## config.mk

```make
export PLATFORM = sky130hd
export DESIGN_NAME = qed_dup_scheduler
export DESIGN_NICKNAME = d
export VERILOG_FILES = /design/src/rtl/qed_dup_scheduler.sv
export SDC_FILE = /design/constraint.sdc
export NUM_CORES = 1
export LEC_CHECK = 0
export ABC_AREA = 1
export BUFFER_PORTS_ARGS = -buffer_cell sky130_fd_sc_hd__buf_2
export CAP_MARGIN = 20
export CORE_MARGIN = 2
export CORE_UTILIZATION = 46
export CTS_BUF_LIST = sky130_fd_sc_hd__clkbuf_4 sky130_fd_sc_hd__clkbuf_8
export DETAILED_ROUTE_END_ITERATION = 7
export GPL_TIMING_DRIVEN = 1
export PLACE_DENSITY_LB_ADDON = 0.05
export REMOVE_ABC_BUFFERS = 1
export SETUP_SLACK_MARGIN = 0.1
export SLEW_MARGIN = 20
export SYNTH_ARGS = -nofsm -noshare
export SYNTH_HDL_FRONTEND = slang
export SYNTH_SLANG_ARGS = --single-unit
export TNS_END_PERCENT = 5
```

## constraint.sdc

```tcl
create_clock -name clk -period 3.4 [get_ports clk]
set_clock_uncertainty 0.2 [all_clocks]
set_input_delay 0.68 -clock clk [delete_from_list [all_inputs] [get_ports clk]]
set_output_delay 0.68 -clock clk [all_outputs]
set_load 0.1 [all_outputs]
```

## src/rtl/qed_dup_scheduler.sv

```systemverilog
// qed_dup_scheduler
//
// Instruction scheduler for quick error detection by duplication. It runs in two phases.
//
// In the original phase, fetched instructions pass straight through to the pipeline.
// Every non-NOP instruction is also recorded in a FIFO.
//
// In the duplicate phase, the FIFO is drained in order. Each entry is reissued with its
// register fields moved into the upper register bank (x16-x31), and with load/store
// addresses moved 1 KiB up. This way the copy works on a disjoint register set and a
// disjoint memory region. When the FIFO is empty the scheduler parks in DONE until reset.
// In DONE the two register banks can be compared.
//
// Ports
//   clk              clock, rising edge
//   reset_x          asynchronous active-low reset
//   ifu_instruction  instruction from fetch (R/I/LW/SW/NOP subset, x0-x15)
//   ifu_valid        ifu_instruction is valid
//   stall            pipeline back-pressure; freezes the whole scheduler
//   exec_dup         end the original phase and start duplicating
//   ifu_ready        instruction accepted this cycle when ifu_valid is high
//   qed_instruction  registered instruction to the pipeline (NOP when idle)
//   qed_valid        qed_instruction is a real instruction, not a bubble
//   qed_mode         0 in the original phase, 1 in the duplicate or done phase
//   qed_ready        every queued original has been duplicated
//   orig_count       originals queued so far
//   dup_count        duplicates issued so far
module qed_dup_scheduler #(
  parameter int unsigned QDEPTH = 16
) (
  input  logic                    clk,
  input  logic                    reset_x,
  input  logic [31:0]             ifu_instruction,
  input  logic                    ifu_valid,
  input  logic                    stall,
  input  logic                    exec_dup,
  output logic                    ifu_ready,
  output logic [31:0]             qed_instruction,
  output logic                    qed_valid,
  output logic                    qed_mode,
  output logic                    qed_ready,
  output logic [$clog2(QDEPTH):0] orig_count,
  output logic [$clog2(QDEPTH):0] dup_count
);

  localparam int unsigned PW = $clog2(QDEPTH);
  localparam int unsigned CW = PW + 1;

  localparam logic [CW-1:0] DepthC = CW'(QDEPTH);
  localparam logic [CW-1:0] LastC  = CW'(QDEPTH - 1);

  localparam logic [31:0] NopInstr = 32'h0000007F;
  localparam logic [6:0]  OpNop    = 7'b1111111;
  localparam logic [6:0]  OpR      = 7'b0110011;
  localparam logic [6:0]  OpI      = 7'b0010011;
  localparam logic [6:0]  OpLw     = 7'b0000011;
  localparam logic [6:0]  OpSw     = 7'b0100011;

  localparam logic [1:0] StOrig = 2'd0;
  localparam logic [1:0] StDup  = 2'd1;
  localparam logic [1:0] StDone = 2'd2;

  logic [1:0]    state_q, state_d;
  logic [PW-1:0] wr_ptr_q, wr_ptr_d;
  logic [PW-1:0] rd_ptr_q, rd_ptr_d;
  logic [CW-1:0] orig_count_q, orig_count_d;
  logic [CW-1:0] dup_count_q, dup_count_d;
  logic [31:0]   instr_q, instr_d;
  logic          valid_q, valid_d;
  logic          ready_q;

  logic [31:0] queue_mem [QDEPTH];

  logic full, empty, accept, push;

  // Move the copy to the upper register bank.
  // Loads and stores use x0 as base, so setting imm[10] (instr[30]) shifts the address
  // into a separate 1 KiB window.
  function automatic logic [31:0] remap(input logic [31:0] instr);
    logic [31:0] r;
    r = instr;
    case (instr[6:0])
      OpR: begin
        r[11] = 1'b1;
        r[19] = 1'b1;
        r[24] = 1'b1;
      end
      OpI: begin
        r[11] = 1'b1;
        r[19] = 1'b1;
      end
      OpLw: begin
        r[11] = 1'b1;
        r[30] = 1'b1;
      end
      OpSw: begin
        r[24] = 1'b1;
        r[30] = 1'b1;
      end
      default: r = instr;
    endcase
    return r;
  endfunction

  // Counts only ever grow during a run, so their difference is the FIFO occupancy.
  assign full      = (orig_count_q == DepthC);
  assign empty     = (orig_count_q == dup_count_q);
  assign ifu_ready = (state_q == StOrig) && !full && !stall;
  assign accept    = ifu_valid && ifu_ready;
  assign push      = accept && (ifu_instruction[6:0] != OpNop);

  always_comb begin
    state_d      = state_q;
    wr_ptr_d     = wr_ptr_q;
    rd_ptr_d     = rd_ptr_q;
    orig_count_d = orig_count_q;
    dup_count_d  = dup_count_q;
    instr_d      = NopInstr;
    valid_d      = 1'b0;
    case (state_q)
      StOrig: begin
        if (accept) begin
          instr_d = ifu_instruction;
          valid_d = 1'b1;
        end
        if (push) begin
          wr_ptr_d     = wr_ptr_q + 1'b1;
          orig_count_d = orig_count_q + 1'b1;
        end
        // A push that fills the FIFO ends the original phase on the same edge.
        if (exec_dup || full || (push && (orig_count_q == LastC))) begin
          state_d = StDup;
        end
      end
      StDup: begin
        if (!empty) begin
          instr_d     = remap(queue_mem[rd_ptr_q]);
          valid_d     = 1'b1;
          rd_ptr_d    = rd_ptr_q + 1'b1;
          dup_count_d = dup_count_q + 1'b1;
        end else begin
          state_d = StDone;
        end
      end
      StDone:  state_d = StDone;
      default: state_d = StOrig;
    endcase
  end

  always_ff @(posedge clk or negedge reset_x) begin
    if (!reset_x) begin
      state_q      <= StOrig;
      wr_ptr_q     <= '0;
      rd_ptr_q     <= '0;
      orig_count_q <= '0;
      dup_count_q  <= '0;
      instr_q      <= NopInstr;
      valid_q      <= 1'b0;
      ready_q      <= 1'b0;
    end else if (!stall) begin
      state_q      <= state_d;
      wr_ptr_q     <= wr_ptr_d;
      rd_ptr_q     <= rd_ptr_d;
      orig_count_q <= orig_count_d;
      dup_count_q  <= dup_count_d;
      instr_q      <= instr_d;
      valid_q      <= valid_d;
      ready_q      <= (state_d == StDone);
    end
  end

  // FIFO storage needs no reset: occupancy comes from the counters alone.
  always_ff @(posedge clk) begin
    if (push) begin
      queue_mem[wr_ptr_q] <= ifu_instruction;
    end
  end

  assign qed_instruction = instr_q;
  assign qed_valid       = valid_q;
  assign qed_mode        = (state_q != StOrig);
  assign qed_ready       = ready_q;
  assign orig_count      = orig_count_q;
  assign dup_count       = dup_count_q;

endmodule

```

==> reports/results.env, run 1 <==
GRT_START_MAX_NET_PINS=132
I_O_BUFFERS=82
CP-ENDPOINT='queue_mem[1][8]$_DFFE_PP_'
DETAIL_ROUTE.WL_PER_CELL_UM=23.0
FINAL-INSTANCE-COUNT-EXCL-FILL=2704
RUN_STATUS='completed'
FILLERS=4316
POST_ROUTE_CELLS_DRIVE_ABOVE_1_SHARE_PCT=17.6
AREA_GROWTH_SYN_TO_LAYOUT_PCT=14.2
MAX-CAP-VIOLATIONS=0
YS_SEQ_AREA_SHARE_PCT=72.9
SEQCELLAREA_SQ_MM=0.0167
HEADROOM_TO_THE_MAX_SLEW_LIMIT_PCT=27.3
SLEW_VIOLATIONS=0
GP_CONGESTION=0.762
IR_WORST_VDD_mV=0.571
NETS=2008
TNS_PS=0
FIRST_PASS_ITERS=5
CTS.REPORTEDPATHS.CLKPINSLEW_PS=50
DRT-TOTAL-WL_UM=62200
HOLD_PATH_CLASS='input port to flop'
CORE-AREA_SQ_MM=0.0491
REG2REG_SLACK_PS=240
STD_CELL_ROWS=81
TIMING.CRITICAL_PATH.FROM='orig_count[0]$_DFFE_PN0P_'
WORST-ENDPOINT-REQUIRED_PS=3570
START_UTIL_PCT=46.8
ANTENNA_FOUND_INITIAL=0
TIMING.FINAL.HOLD_VIOLATIONS=0
FLOORPLAN.DIE.HEIGHT_UM=227
CLOCK_TREE_FROM_TRITONCTS='yes'
YS_WARN_COUNT=0
NETLIST_AREA_SQ_MM=0.0230
FF2FF_PATH_DEPTH=12
WORSTSETUPENDPOINTTYPE='flop'
WORST-PATH-MAX-FANOUT=23
FP.DIEAREA_SQ_MM=0.0517
ANTENNA_LEFT=0
DPL_CELL_AREA_SQ_MM=0.0242
CTS_MAX_PATH_BUFFERS=3
SYNTH_SIMPLE_GATE_AREA_SHARE_PCT=12.4
RSZ0062_AT_GRT='yes'
MULTI_INPUT_COMB_AREA_SQ_MM=0.00538
CTS.SINKS=566
CLOCK_LATENCY_AT_THE_LATER_PIN_OF_THE_WORST_SKEW_PAIR_PS=670
POSTSYNTHAREAPERCELL_SQ_UM=12.5
VIA_COUNT_OF_THE_FIRST_GLOBAL_ROUTING_PASS=14808
SYNTH.MUX.AREA_FRACTION_PCT=0
POWER.STATIC_LEAKAGE_nW=9.46
CTS_ROOT_BUFFER='sky130_fd_sc_hd__clkbuf_8'
PEAK_FREQ_MHz=316
CRIT-REG2REG-CAPTURE='queue_mem[1][8]$_DFFE_PP_'
SYNTH_COMPOUND_AREA_SHARE_PCT=9.30
CRIT_PATH_CATEGORY='flop to flop'
POST-ROUTE-CELL-AREA_SQ_MM=0.0262
TRITONCTS.NUM_BUFFERS=92
ASYNC_RESET_FF_SHARE_PCT=9.54
YS_SEQ_ELEMENTS=566
SYNTH_EDF_COUNT=512
BOUNDARYPINS=83
CP_DATA_ARRIVAL_TIME_PS=3340
R2R-START='orig_count[0]$_DFFE_PN0P_'
STARTPOINT_TYPE='flop'
FINISH.UTILIZATION_PCT=53.5
DP_CELLS=2530
ANTENNA_DIODES=0
DRT_DRC_VIOLATIONS_LEFT=0
FP.DIEW_UM=227
ROUTE.DETAILED.VIAS_PER_INST=5.51
PERIOD_MINUS_SLACK_PS=3160
GLOBAL_ROUTE.OVERFLOW_TOTAL=0
YS_DOMINANT_REG_CELL='sky130_fd_sc_hd__edfxtp_1'
GRT_PASS1_WL_UM=92300
POST_SYNTH_INST_COUNT=1841
H_TREE_DEPTH_REPORTED_BY_CTS=3
COMBINATIONAL_FAMILY_WITH_THE_MOST_AREA_AFTER_SYNTHESIS='simple AND/OR/NAND/NOR gates'
SYNTH_XOR_XNOR_AREA_SHARE_PCT=0.649
DRTITER0DRC=1082
POST-LAYOUT-TOTAL-POWER_mW=23.2
DETAILROUTE.VIA_COUNT=14888
SETUP_VIOL=0
GLOBAL_ROUTE.USAGE.TOTAL_PCT=24.4
SYNTH-ADDER-AREA-SHARE_PCT=0.491
FIN_CRIT_SH_PCT=93.0
SYNTH_CELL_TYPE_COUNT=39
CELL_AREA_POWER_DENSITY_mW_PER_MM2=883
WORST-SLEW-PIN-TRANSITION_PS=1090
DP.FINAL_HPWL_UM=34100
## metal layers
metal / track usage (%) / share of wire, % / vias to the layer above
li1: - / - / 6867
met2: 39.4 / 48 / 442
met5: 0 / 0 / -
met1: 33.7 / 45 / 7465
met4: 8.33 / 2.7 / 0
met3: 4.13 / 4.9 / 114
## cells by family (layout without fill, tap and decap cells)
logic type      Yosys count  after routing
fa+ha+maj                 9              9
buf+inv                 198            396
xor+xnor                 17             17
compound gates          365            365
simple gates            686            687
flops                   566            566
## worst min path at each step
stage,depth (start not counted),slack [ps],from,end
5_1_grt,1,180,ifu_instruction[13],queue_mem[1][13]$_DFFE_PP_
3_5_place_dp,2,270,qed_instruction[2]$_DFFE_PN1N_,qed_instruction[2]$_DFFE_PN1N_
6_report,5,190,exec_dup,state_q[0]$_DFFE_PN0N_
3_3_place_gp,2,260,qed_instruction[4]$_DFFE_PN1N_,qed_instruction[4]$_DFFE_PN1N_
4_1_cts,5,150,exec_dup,state_q[0]$_DFFE_PN0N_
2_1_floorplan,0,180,reset_x,dup_count[0]$_DFFE_PN0P_
## cells in the final DEF, fill, tap and decap left out, types with 8 or more instances in the layout
master                     count
sky130_fd_sc_hd__a21oi_1      24
sky130_fd_sc_hd__buf_12        8
sky130_fd_sc_hd__buf_2        81
sky130_fd_sc_hd__buf_4        44
sky130_fd_sc_hd__clkbuf_4     34
sky130_fd_sc_hd__clkbuf_8    107
sky130_fd_sc_hd__clkinv_1     13
sky130_fd_sc_hd__clkinv_2     12
sky130_fd_sc_hd__dfrtp_1      43
sky130_fd_sc_hd__edfxtp_1    512
sky130_fd_sc_hd__ha_1          9
sky130_fd_sc_hd__inv_1        71
sky130_fd_sc_hd__nand2_1     330
sky130_fd_sc_hd__nand3_1     128
sky130_fd_sc_hd__nor2_1      188
sky130_fd_sc_hd__nor2_4       16
sky130_fd_sc_hd__o21ai_0     186
sky130_fd_sc_hd__o21ai_1      40
sky130_fd_sc_hd__o221ai_1     48
sky130_fd_sc_hd__o22ai_1      43
sky130_fd_sc_hd__xor2_1       11
## area by class of cell
class / count / share of cell area [%]
sequential: 566 / 63.9
timing repair buffer: 143 / 3.87
multi-input combinational: 1078 / 20.5
tap: 664 / 3.17
clock inverter: 31 / 0.778
clock buffer: 141 / 6.59
inverter: 81 / 1.21
## state kept, by name, indices dropped and copies added (netlist names)
signal / flops
queue_mem: 512
qed_instruction: 32
dup_count: 5
orig_count: 5
rd_ptr_q: 4
wr_ptr_q: 4
state_q: 2
qed_ready: 1
qed_valid: 1
## repair_timing
item	CTS	global route
endpoints found under the hold margin	47	0
endpoints found under the setup margin	25	140
resized for setup	0	15
buffers inserted	0	0
cloned	1	0
pin swaps	1	1
hold buffers	1	0
## power by group
| group | switching [mW] | leakage (nW) | internal [mW] |
|---|---|---|---|
| Sequential | 0.481 | 5.27 | 8.10 |
| Combinational | 6.42 | 3.17 | 2.08 |
| Clock | 2.68 | 1.02 | 3.40 |
## worst max-delay path, cell delays in order (launching register included)
cell and delay, ps:
sky130_fd_sc_hd__dfrtp_1 400, sky130_fd_sc_hd__inv_2 80, sky130_fd_sc_hd__ha_1 200, sky130_fd_sc_hd__nand2_1 80
sky130_fd_sc_hd__nor3_2 60, sky130_fd_sc_hd__nor3_4 170, sky130_fd_sc_hd__nand2_4 80, sky130_fd_sc_hd__inv_4 70
sky130_fd_sc_hd__o21ai_4 60, sky130_fd_sc_hd__inv_4 120, sky130_fd_sc_hd__nand2_1 200, sky130_fd_sc_hd__nor2_4 880
sky130_fd_sc_hd__buf_8 250
## metrics by stage
step	hold slack, ps	setup slack [ps]
floorplan	184	-4090
global placement	260	-47.5
detailed placement	265	-103
CTS	146	67.0
global route	183	70.9
finish	187	236
## cell usage after synthesis, types with 11 or more instances
cell | instances | share of area (%)
sky130_fd_sc_hd__a21oi_1 | 24 | 0.52
sky130_fd_sc_hd__buf_2 | 34 | 0.74
sky130_fd_sc_hd__buf_6 | 18 | 0.88
sky130_fd_sc_hd__clkbuf_1 | 54 | 0.88
sky130_fd_sc_hd__dfrtp_1 | 47 | 5.1
sky130_fd_sc_hd__edfxtp_1 | 512 | 67
sky130_fd_sc_hd__inv_1 | 73 | 1.2
sky130_fd_sc_hd__nand2_1 | 333 | 5.4
sky130_fd_sc_hd__nand3_1 | 128 | 2.8
sky130_fd_sc_hd__nor2_1 | 204 | 3.3
sky130_fd_sc_hd__o21ai_0 | 186 | 4.1
sky130_fd_sc_hd__o21ai_1 | 40 | 0.87
sky130_fd_sc_hd__o221ai_1 | 48 | 1.8
sky130_fd_sc_hd__o22ai_1 | 43 | 1.2
sky130_fd_sc_hd__xor2_1 | 11 | 0.42
(Power assumes the default switching activity.)
==> inputs of run 2 (changes only) <==
- CORE_MARGIN: 2 -> unset
==> reports/results.env, run 2 (synthesis results as in run 1) <==
DRT-TOTAL-WL_UM=61800
SLOWEST_STAGE_CELL_ON_THE_CRITICAL_PATH='sky130_fd_sc_hd__nor2_4'
DRT_DRC_VIOLATIONS_LEFT=0
ROUTE.DETAILED.VIAS_PER_INST=5.49
PWR-SHARE-SEQ_PCT=36.6
HOLD_PATH_CLASS='input port to flop'
POST_CTS.REPAIR.SETUP_BUFFERS=0
HEADROOM_TO_THE_MAX_SLEW_LIMIT_PCT=46.1
FIN_CRIT_SH_PCT=89.0
WORST_HOLD_PATH.ENDPOINT='qed_valid$_DFFE_PN0N_'
FLOORPLAN.DIE.HEIGHT_UM=225
AREA_GROWTH_SYN_TO_LAYOUT_PCT=14.7
LARGEST_REG_FLOPS=512
GLOBAL_ROUTE.USAGE.TOTAL_PCT=25.1
FIRST_PASS_ITERS=5
GRT_START_MAX_NET_PINS=146
WORST-SLEW-PIN-TRANSITION_PS=809
CTS_MAX_PATH_BUFFERS=3
SETUP_VIOL=0
CTS.SINKS=566
FP.DIEW_UM=225
TNS_PS=0
PERIOD_MINUS_SLACK_PS=3030
LAYOUT_COMMON_CELLS='sky130_fd_sc_hd__edfxtp_1, sky130_fd_sc_hd__nand2_1, sky130_fd_sc_hd__nor2_1'
IR_WORST_VDD_mV=0.655
CRIT_PATH_CATEGORY='flop to flop'
POWER.SWITCHING_FRACTION_PCT=41.0
BOUNDARYPINS=83
TIMING.HOLD.WORST.START='ifu_valid'
WORSTSETUPENDPOINTTYPE='flop'
ANTENNA_LEFT=0
PEAK_FREQ_MHz=330
CTS-RESIZED-GATES=0
DETAIL_ROUTE.WL_PER_CELL_UM=22.8
POST_ROUTE_CELLS_DRIVE_ABOVE_1_SHARE_PCT=17.3
START_UTIL_PCT=46.8
SWITCHING_POWER_mW=9.44
FP.DIEAREA_SQ_MM=0.0508
DP.FINAL_HPWL_UM=31900
POST-ROUTE-CELL-AREA_SQ_MM=0.0263
GP_CONGESTION=0.780
FINISH.UTILIZATION_PCT=53.7
ANTENNA_FOUND_INITIAL=0
RUN_STATUS='completed'
CORE-AREA_SQ_MM=0.0491
R2R-START='orig_count[0]$_DFFE_PN0P_'
CELL_AREA_POWER_DENSITY_mW_PER_MM2=874
POWER.STATIC_LEAKAGE_nW=9.52
POST-LAYOUT-TOTAL-POWER_mW=23.0
CLOCK_LATENCY_AT_THE_LATER_PIN_OF_THE_WORST_SKEW_PAIR_PS=660
CRIT_PATH_MAX_INCR_DELAY_PS=450
P_INT_mW=13.6
NETS=2011
WORST-ENDPOINT-REQUIRED_PS=3550
CTS.REPORTEDPATHS.CLKPINSLEW_PS=60
MAX-CAP-VIOLATIONS=0
DPL_CELL_AREA_SQ_MM=0.0243
SHARE_COMB_OF_TOTAL_POWER_PCT=36.6
RSZ0062_AT_GRT='no'
CLOCK_TREE_FROM_TRITONCTS='yes'
REG2REG_SLACK_PS=370
FF2FF_PATH_DEPTH=12
SHARE_OF_POWER_BURNED_IN_THE_CLOCK_NETWORK_PCT=26.8
CTS_HOLD_BUFFERS=1
STD_CELL_ROWS=81
ANTENNA_DIODES=0
LEADING_CELL_TYPE_IN_THE_LAYOUT_FILL_AND_TAPS_EXCLUDED='sky130_fd_sc_hd__edfxtp_1'
TRITONCTS.NUM_BUFFERS=95
WORST-PATH-MAX-FANOUT=14
VIA_COUNT_OF_THE_FIRST_GLOBAL_ROUTING_PASS=14516
CRITICAL_PATH_CELL_LIST='inv_2 > ha_1 > nand2_1 > nor3_2 > nor3_4 > nand2_4 > inv_4 > o21ai_4 > inv_2 > nand2_1 > nor2_4 > buf_12'
STARTPOINT_TYPE='flop'
CTS_ROOT_BUFFER='sky130_fd_sc_hd__clkbuf_8'
LARGEST_REG_BY_FF_COUNT='queue_mem'
CP_DATA_ARRIVAL_TIME_PS=3180
I_O_BUFFERS=82
HOLD-PATH-CELL-COUNT=3
DRTITER0DRC=1255
CRIT-REG2REG-CAPTURE='queue_mem[15][8]$_DFFE_PP_'
GRT_PASS1_WL_UM=93000
GLOBAL_ROUTE.OVERFLOW_TOTAL=0
H_TREE_DEPTH_REPORTED_BY_CTS=3
DETAILROUTE.VIA_COUNT=14881
TIMING.FINAL.HOLD_VIOLATIONS=0
SLEW_VIOLATIONS=0
run 2: cell type report:
type,count,area [sq um]
clock buffer,143,1770
clock inverter,34,200
fill,4322,22700
inverter,81,314
multi-input combinational,1077,5370
sequential,566,16700
tap,664,831
timing repair buffer,144,1090
run 2: worst max-delay path by stage:
stage / slack [ps] / end / cells after the start / from
after floorplan: -4090 / qed_instruction[11]$_DFFE_PN0N_ / 14 / rd_ptr_q[0]$_DFFE_PN0P_
after global placement: 240 / queue_mem[15][24]$_DFFE_PP_ / 9 / stall
after detailed placement: 200 / queue_mem[15][24]$_DFFE_PP_ / 9 / stall
after CTS: 350 / ifu_ready / 6 / orig_count[0]$_DFFE_PN0P_
after global routing: 190 / queue_mem[15][8]$_DFFE_PP_ / 12 / orig_count[0]$_DFFE_PN0P_
final: 370 / queue_mem[15][8]$_DFFE_PP_ / 12 / orig_count[0]$_DFFE_PN0P_
run 2: worst max-delay path, delay by kind of cell (launching register included):
kind,cells,cell delay (ps)
flip-flops,1,430
adder cells (fa/ha/maj),1,200
AO/OA/AOI/OAI,1,90
buffers and inverters,4,610
AND/OR/NAND/NOR,6,1200
run 2: per-stage QoR:
stage / std cells / setup WS (ps) / hold WS, ps
6_report: 2709 / 373 / 180
5_1_grt: 2709 / 191 / 180
4_1_cts: 2709 / 348 / 130
3_5_place_dp: 2531 / 199 / 258
3_3_place_gp: 2531 / 245 / 257
2_1_floorplan: 1724 / -4090 / 184
run 2: routing by layer:
layer	routed length, um	GRT usage, %	vias up	share of wire [%]
met3	3630	3.98	110	5.9
met5	0	0	-	0
met2	29300	39.5	493	47
met4	1500	8.58	0	2.4
li1	-	-	6881	-
met1	27400	35.6	7397	44
run 2: power by group through the flow:
stage / registers (mW) / clock network [mW] / logic [mW]
after floorplan: 10.7 / 0 / 3.58
after global placement: 8.54 / 0 / 8.44
final: 8.42 / 6.17 / 8.43
after CTS: 8.42 / 6.32 / 8.48
after global routing: 8.45 / 6.64 / 9.19
after detailed placement: 8.55 / 0 / 8.46
